`src/rtl/fifo_pkg.sv`:
```
// Shared types and helpers for the sync_fifo slice: status flags and the
// modulo-depth pointer increment.
package fifo_pkg;

  typedef struct packed {
    logic full;
    logic empty;
    logic almost_full;
  } fifo_status_t;

  // Wrapping increment; depth need not be a power of two.
  function automatic int unsigned ptr_next(input int unsigned ptr,
                                           input int unsigned depth);
    return (ptr == depth - 1) ? 0 : ptr + 1;
  endfunction

endpackage

```
`src/rtl/fifo_ptr.sv`:
```
// Modulo-DEPTH pointer: advances on en, wraps DEPTH-1 -> 0, cleared by
// async reset or synchronous clear (clear wins over en).
module fifo_ptr
  import fifo_pkg::*;
#(
  parameter int DEPTH = 16,
  parameter int PW    = (DEPTH > 1) ? $clog2(DEPTH) : 1
) (
  input  logic          clock,
  input  logic          reset_L,
  input  logic          clear,
  input  logic          en,
  output logic [PW-1:0] ptr
);

  logic [PW-1:0] r_ptr;
  logic [PW-1:0] w_ptr_nxt;

  assign w_ptr_nxt = PW'(ptr_next(32'(r_ptr), DEPTH));

  always_ff @(posedge clock or negedge reset_L) begin
    if (!reset_L)   r_ptr <= '0;
    else if (clear) r_ptr <= '0;
    else if (en)    r_ptr <= w_ptr_nxt;
  end

  assign ptr = r_ptr;

endmodule

```
`src/rtl/sync_fifo.sv`:
```
// Synchronous show-ahead FIFO with valid/ready on both sides.
// Optional sticky overflow/underflow flag under SYNC_FIFO_ERR_EN.
module sync_fifo
  import fifo_pkg::*;
#(
  parameter int WIDTH    = 8,
  parameter int DEPTH    = 16,
  parameter int AF_LEVEL = DEPTH - 2,
  parameter int PW       = (DEPTH > 1) ? $clog2(DEPTH) : 1,
  parameter int CW       = $clog2(DEPTH + 1)
) (
  input  logic             clock,
  input  logic             reset_L,
  input  logic             clear,
  input  logic             wr_valid,
  output logic             wr_ready,
  input  logic [WIDTH-1:0] wr_data,
  output logic             rd_valid,
  input  logic             rd_ready,
  output logic [WIDTH-1:0] rd_data,
  output logic [CW-1:0]    count,
  output logic             full,
  output logic             empty,
  output logic             almost_full,
  output logic             err
);

  logic [WIDTH-1:0] r_mem [DEPTH];
  logic [CW-1:0]    r_count;
  logic [PW-1:0]    w_wr_ptr;
  logic [PW-1:0]    w_rd_ptr;
  logic             w_wr_fire;
  logic             w_rd_fire;
  fifo_status_t     w_status;

  // Flags are pure decodes of the registered count.
  assign w_status.full        = (r_count == CW'(DEPTH));
  assign w_status.empty       = (r_count == '0);
  assign w_status.almost_full = (r_count >= CW'(AF_LEVEL));

  assign full        = w_status.full;
  assign empty       = w_status.empty;
  assign almost_full = w_status.almost_full;
  assign wr_ready    = !w_status.full;
  assign rd_valid    = !w_status.empty;
  assign count       = r_count;

  // clear suppresses any transfer presented in the same cycle.
  assign w_wr_fire = wr_valid && !w_status.full  && !clear;
  assign w_rd_fire = rd_ready && !w_status.empty && !clear;

  fifo_ptr #(.DEPTH(DEPTH), .PW(PW)) u_wr_ptr (
    .clock   (clock),
    .reset_L (reset_L),
    .clear   (clear),
    .en      (w_wr_fire),
    .ptr     (w_wr_ptr)
  );

  fifo_ptr #(.DEPTH(DEPTH), .PW(PW)) u_rd_ptr (
    .clock   (clock),
    .reset_L (reset_L),
    .clear   (clear),
    .en      (w_rd_fire),
    .ptr     (w_rd_ptr)
  );

  // Storage is deliberately not reset.
  always_ff @(posedge clock) begin
    if (w_wr_fire) r_mem[w_wr_ptr] <= wr_data;
  end

  assign rd_data = r_mem[w_rd_ptr];

  always_ff @(posedge clock or negedge reset_L) begin
    if (!reset_L)   r_count <= '0;
    else if (clear) r_count <= '0;
    else begin
      case ({w_wr_fire, w_rd_fire})
        2'b10:   r_count <= r_count + 1'b1;
        2'b01:   r_count <= r_count - 1'b1;
        default: r_count <= r_count;
      endcase
    end
  end

`ifdef SYNC_FIFO_ERR_EN
  logic r_err;

  always_ff @(posedge clock or negedge reset_L) begin
    if (!reset_L)   r_err <= 1'b0;
    else if (clear) r_err <= 1'b0;
    else if ((wr_valid && w_status.full) || (rd_ready && w_status.empty))
      r_err <= 1'b1;
  end

  assign err = r_err;
`else
  assign err = 1'b0;
`endif

endmodule

```
`config.mk`:
```
export PLATFORM = sky130hd
export DESIGN_NAME = sync_fifo
export DESIGN_NICKNAME = d
export VERILOG_FILES = /design/src/rtl/fifo_pkg.sv /design/src/rtl/fifo_ptr.sv /design/src/rtl/sync_fifo.sv
export SDC_FILE = /design/constraint.sdc
export NUM_CORES = 1
export LEC_CHECK = 0
export BUFFER_PORTS_ARGS = -buffer_cell sky130_fd_sc_hd__buf_2
export CORE_MARGIN = 2
export CORE_UTILIZATION = 55
export CTS_BUF_LIST = sky130_fd_sc_hd__clkbuf_4
export DETAILED_ROUTE_END_ITERATION = 8
export GPL_ROUTABILITY_DRIVEN = 0
export PLACE_DENSITY = 0.75
export SLEW_MARGIN = 20
export SYNTH_ARGS = -nofsm -noshare
export SYNTH_HDL_FRONTEND = slang
export SYNTH_SLANG_ARGS = --single-unit
```
`constraint.sdc`:
```
create_clock -name clock -period 2.8 [get_ports clock]
set_input_delay 0.28 -clock clock [delete_from_list [all_inputs] [get_ports clock]]
set_output_delay 0.28 -clock clock [all_outputs]
set_load 0.01 [all_outputs]
```
# Yosys cells after proc, flatten, opt, wreduce, memory -nomap -nowiden
# Memories as Yosys holds them, arrays and structs flattened.
# Index checks and enable logic that the tools add are counted.
[word_totals] ff_bits=13 ramBits=128 in_bits=13 out_inout_bits=19 elab_cells=35 n_memories=1
[memory_table] memory="r_mem" words=16 width=8 read_ports=1 rd_clocked_by_memory_dff=0 write_ports=1 line_no="sync_fifo.sv:28" source="logic [WIDTH-1:0] r_mem [DEPTH];"
[classes] addsub=4 n_lt_le_gt_ge=1 n_eq_ne=5 muxes=10 n_reduce_logical=11
[op_table] operator="$mux W4" count=6
[op_table] operator="$pmux W5 S2" count=1
[op_table] operator="$add A4 B1 Y4 const B" count=2
[op_table] operator="$eq A4 B4 Y1 const B" count=2
[op_table] operator="$add A5 B1 Y5 const B" count=1
[op_table] operator="$eq A5 B5 Y1 const B" count=1
[op_table] operator="$ge A5 B4 Y1 const B" count=1
[op_table] operator="$logic_not A5 Y1" count=1
[op_table] operator="$mux W5" count=1
[op_table] operator="$sub A5 B1 Y5 const B" count=1
[op_table] operator="$logic_and A1 B1 Y1" count=4
[op_table] operator="$reduce_bool A2 Y1" count=2
[op_table] operator="$logic_not A1 Y1" count=3
[op_table] operator="$reduce_bool A3 Y1" count=1
[op_table] operator="$eq A2 B1 Y1 const B" count=1
[op_table] operator="$eq A2 B2 Y1 const B" count=1
[op_table] operator="$mux W1" count=2

# Logic depth before layout (Yosys ltp)
[logic_depth] word_depth=7 depth_mapped=11

# Hierarchy
# From an unflattened synthesis, not the netlist that was laid out.
[hier_totals] hier_cells=292 area_unflattened_um2=5769.3
[modules_own_cells] mod="sync_fifo" instances=1 cells_per_inst=254 area_per_inst_um2=5386.4 seq_area_each_um2=3968.8
[modules_own_cells] mod="fifo_ptr" instances=2 cells_per_inst=19 area_per_inst_um2=191.4 seq_area_each_um2=100.1

# Worst setup path before layout
# No wires, ideal clock.
[synth_timing] path_kind="register to register" from="register r_count[1] (netlist: count[1])" to="register r_count[3] (netlist: count[3])" setup_time_ns=0.125 arrival_ns=2.506 setup_slack_ns=0.169 stages_incl_launch_ff=12 n_path_buf=1 period_less_slack_ns=2.631 cell_sequence="dfrtp_1 or4_1 buf_2 o21a_1 nand2_1 inv_1 ha_1 a21o_1 a21oi_1 xor2_1 nor2_1 mux2_2"
[synth_via] elab_chain_len=7
[synth_rtl] element="start, declared" line_no="sync_fifo.sv:29" source="logic [CW-1:0] r_count;"
[synth_rtl] element="start signal, assigned" line_no="sync_fifo.sv:80" source="2'b10: r_count <= r_count + 1'b1;"
[synth_rtl] element="start signal, assigned" line_no="sync_fifo.sv:81" source="2'b01: r_count <= r_count - 1'b1;"
[synth_rtl] element="start signal, assigned" line_no="sync_fifo.sv:82" source="default: r_count <= r_count;"
[synth_rtl] element="$eq A5 B5 Y1 / $logic_not A5 Y1 (equally long branches)" line_no="sync_fifo.sv:37, sync_fifo.sv:38"
[synth_rtl] element="$logic_not A1 Y1, on equally long branches" line_no="sync_fifo.sv:49, sync_fifo.sv:50"
[synth_rtl] element="$logic_and A1 B1 Y1, on equally long branches (2 in a row)" line_no="sync_fifo.sv:49, sync_fifo.sv:50"
[synth_rtl] element="$eq A2 B1 Y1 / $eq A2 B2 Y1 (equally long branches)" line_no="sync_fifo.sv:79" source="case ({w_wr_fire, w_rd_fire})"
[synth_rtl] element="$pmux W5 S2" line_no="sync_fifo.sv:79"
[synth_rtl] element="$mux W5" line_no="sync_fifo.sv:77" source="else if (clear) r_count <= '0;"
# Several ways; a longest one is shown, not always the timed one.
# A chain may end at the register's enable or synchronous reset.

# Worst setup path in the final report
[layout_timing] from="register r_count[1] (netlist: count[1])" to="register r_count[4] (netlist: count[4])"
# The elaborated chain is that of the path after synthesis.

==> impl_results.md <==
- Post-Synth XOR/XNOR Area: less than 1%
- Final instance area: 6670 sq um
- Total power: 5.00 mW
- Nets: 443
- Largest family of logic cells by synthesized area: multiplexers
- Worst path cell trace: or4_4 -> o21a_1 -> nand2_1 -> inv_1 -> ha_1 -> nor2_1 -> a21oi_2 -> or3_1 -> a21o_1 -> a21oi_1
- Post-synth top area cell: edfxtp_1
- Yosys Warn Count: 0
- Port Buffers: 30
- Register area: 4170 sq um
- WP data arrival: 3.11 ns
- Die Area: 11600 sq um
- Post-CTS setup repair buffer count: 0
- Synth Area per Inst: 16.1 sq um
- Min Clock Period, post-route: roughly 2.7 ns
- Starting DRC count in detailed routing: between 150 and 200
- Slew @ Worst Pin: 0.656 ns
- Adder-Cell Fraction of Synth Area: 2.03%
- TritonCTS clock tree: done
- CP Launch Type: register
- Clock slew at reported path FFs: 0.12 ns
- Die W: between 100 and 150 microns
- Placeable Area: 10400 sq um
- DR pass1 iterations: 5
- Synth top area cells: edfxtp_1 65%, mux4_2 6.1%, dfrtp_1 5.5%
- Final Setup Violations: 0
- Slowest stage delay, CP: 0.60 ns
- Worst-Skew Late Latency: 0.52 ns
- WS Path Type: register to register
- Placed inst area: roughly 6300 sq um
- Status: finished clean
- Critical Path RT: 3.24 ns
- Part of the Yosys area used for sequential elements: 70.5%
- Lkg Pwr: 2.32 nW
- Largest net degree at the start of global routing: 53
- Post-synthesis mux area share: 12.8%
- GR Layer Usage met1: ~28%
- CTS Buf Count: 17
- Antenna Cells: 0
- Worst reg-to-reg path cell count: 10
- I/O Pins: 32
- EDFF count, synth: 128
- Dpl ws: 0.0197 ns
- Via count: 3267
- Via density per instance: 5.73
- CTS root buffer: clkbuf_4
- Worst setup margin: 0.131 ns
- Slew headroom: a little under three fifths
- Synth Area in Compound Gates: around 6.6%
- Worst hold path depth: 2
- Die Y: 108 microns
- RSZ-0062 raised after global routing: true
- Rows: 37
- Global-route wire length before repair: 17.0 mm
- Area occupied by multi-input gates: 1630 sq um
- Worst-path fanout max: 7
- Synthesized flop and latch total: 141
- DP Wirelength: between 7 and 8 mm
- Max cap viols: 0
- Post-Syn Instances: 368
- Worst vdd ir: 0.000524 V
- Post-Synth Simple-Gate Area: 5.17%
- H-tree lvl count: 4
- Vias in the first global route: roughly 3200
- GR Util met3: 4.00%
- Synth top area share: 65.0%
- Pins Over Slew Limit: 0
- Met2 usage: 31.2%
- Number of distinct library cells after synthesis: 39
- # DRC: 0
- WL/cell: approximately 19 microns
- Finished Layout Cells: 570
- Gr usage total: 20.0%
- Area grow syn2layout: 12.9%
- Clock Skew: 0.0184 ns
- Critical Path End Type: register
- Initial Util: 57.0%
- Final ANT Viol Nets: 0
- CTS Sinks: 141
- Pwr Density: 749 nW/um^2
- Slowest-stage cell, CP: or4_4
- Hold Vio Cnt, Final: 0
- Gr ovfl total: 0
- Worst Hold Class: input pin to register
- Inst Count DP: about 540
- Clk buf depth: 2
- Post-synthesis net count: 390
- Main flop type after synthesis: edfxtp_1
- Share of layout cells above drive strength 1: 27.6%
- Area of the mapped netlist: a little under 6000 sq um
- DRT Wirelength: roughly 11 mm
- Global route hottest layer: met2
- Maximum clock rate: 0.375 GHz
- Fill cell count: ~750
- Initial antenna violation count: 0
- Period Utilization, post-route: 95.3%
- Asr flop ratio synth: 9.22%
-- final timing paths --
kind,startpoint,end,slack [ns]
min in group asynchronous,reset_L,count[2],0.17
worst max register to register,count[1],count[4],0.13
max in group asynchronous,reset_L,u_rd_ptr.ptr[0],2.37
worst max-delay path,count[1],count[4],0.13
worst min register to register,count[3],count[3],0.65
worst min-delay path,clear,u_wr_ptr.ptr[1],0.11
-- report_power, final --
group / total, mW / internal (mW) / switching [mW]
clock network: 1.36 / 0.643 / 0.720
registers: 2.42 / 2.35 / 0.0730
logic: 1.21 / 0.599 / 0.610
total: 5.00 / 3.59 / 1.40
-- worst max-delay path, delay by kind of cell (launching register included) --
family | cells | cell delay, ns
AO/OA/AOI/OAI | 4 | 0.59
adder cells (fa/ha/maj) | 1 | 0.31
buffers and inverters | 1 | 0.08
flip-flops | 1 | 0.46
AND/OR/NAND/NOR | 4 | 1.14
-- stage by stage --
| stage | hold WS [ns] | setup TNS (ns) | utilization [%] |
|---|---|---|---|
| 6_report | 0.112 | 0 | 64.4 |
| 5_1_grt | 0.107 | -0.0291 | 64.4 |
| 4_1_cts | 0.0752 | 0 | 64.0 |
| 3_5_place_dp | 0.188 | 0 | 60.9 |
| 3_3_place_gp | 0.184 | 0 | 60.9 |
| 2_1_floorplan | -0.0156 | 0 | - |
-- registers in the layout, summed over array words and instances, names as in the netlist --
signal and flops:
u_wr_ptr.ptr 4, u_rd_ptr.ptr 4, r_mem 128, count 5
-- area by class of cell --
| cell class | count | area share [%] |
|---|---|---|
| clock buffer | 19 | 2.14 |
| inverter | 7 | 0.394 |
| tap | 136 | 2.55 |
| clock inverter | 13 | 2.47 |
| sequential | 141 | 62.5 |
| timing repair buffer | 54 | 5.55 |
| multi-input combinational | 200 | 24.4 |
-- cells by family (layout without fill, tap and decap cells) --
logic type / after synthesis / after routing
other: 1 / 1
XOR/XNOR: 5 / 5
multiplexers: 54 / 54
adder cells (fa/ha/maj): 9 / 9
flip-flops: 141 / 141
AO/OA/AOI/OAI: 61 / 61
buffers and inverters: 27 / 93
AND/OR/NAND/NOR: 70 / 70
-- synth_stat cells (2+ instances only) --
cell	n
a21o_1	3
a21oi_1	16
a221oi_1	8
a22oi_1	9
a31oi_1	3
buf_1	3
buf_2	8
buf_4	2
clkbuf_1	7
dfrtp_1	13
edfxtp_1	128
ha_1	8
inv_1	7
mux2_2	13
mux2i_1	25
mux4_2	16
nand2_1	24
nand2b_1	4
nor2_1	26
nor2b_1	2
nor3_1	7
o21ai_0	16
xor2_1	4
-- metal layers --
| layer | part of all wire [%] | wire length, microns |
|---|---|---|
| met5 | 0 | 0 |
| met3 | 4.5 | 497 |
| met4 | 1.3 | 142 |
| met2 | 50 | 5480 |
| met1 | 44 | 4820 |
-- layout by cell type, fill, tap and decap left out, types with 2 or more instances in the layout --
cell type and count:
a21o_1 3, edfxtp_1 128, buf_4 21, ha_1 8, mux2i_1 25, buf_2 30, clkbuf_4 19, a31oi_1 3
xor2_1 4, mux4_2 16, a22oi_1 9, o21ai_0 16, inv_6 2, nor2b_1 2, nand2b_1 4, clkinvlp_4 4
nand2_1 24, a221oi_1 8, clkinv_2 2, a21oi_1 15, nor2_1 26, mux2_2 13, bufinv_16 3, dfrtp_1 12
inv_1 7, clkinv_4 2, nor3_1 7
-- timing repair --
action                                  CTS  global route
endpoints found under the setup margin    1             4
hold buffers                              1             0
cloned                                    0             1
endpoints found under the hold margin    13             0
resized for setup                         1             2
Power figures use the tool's default switching activity.
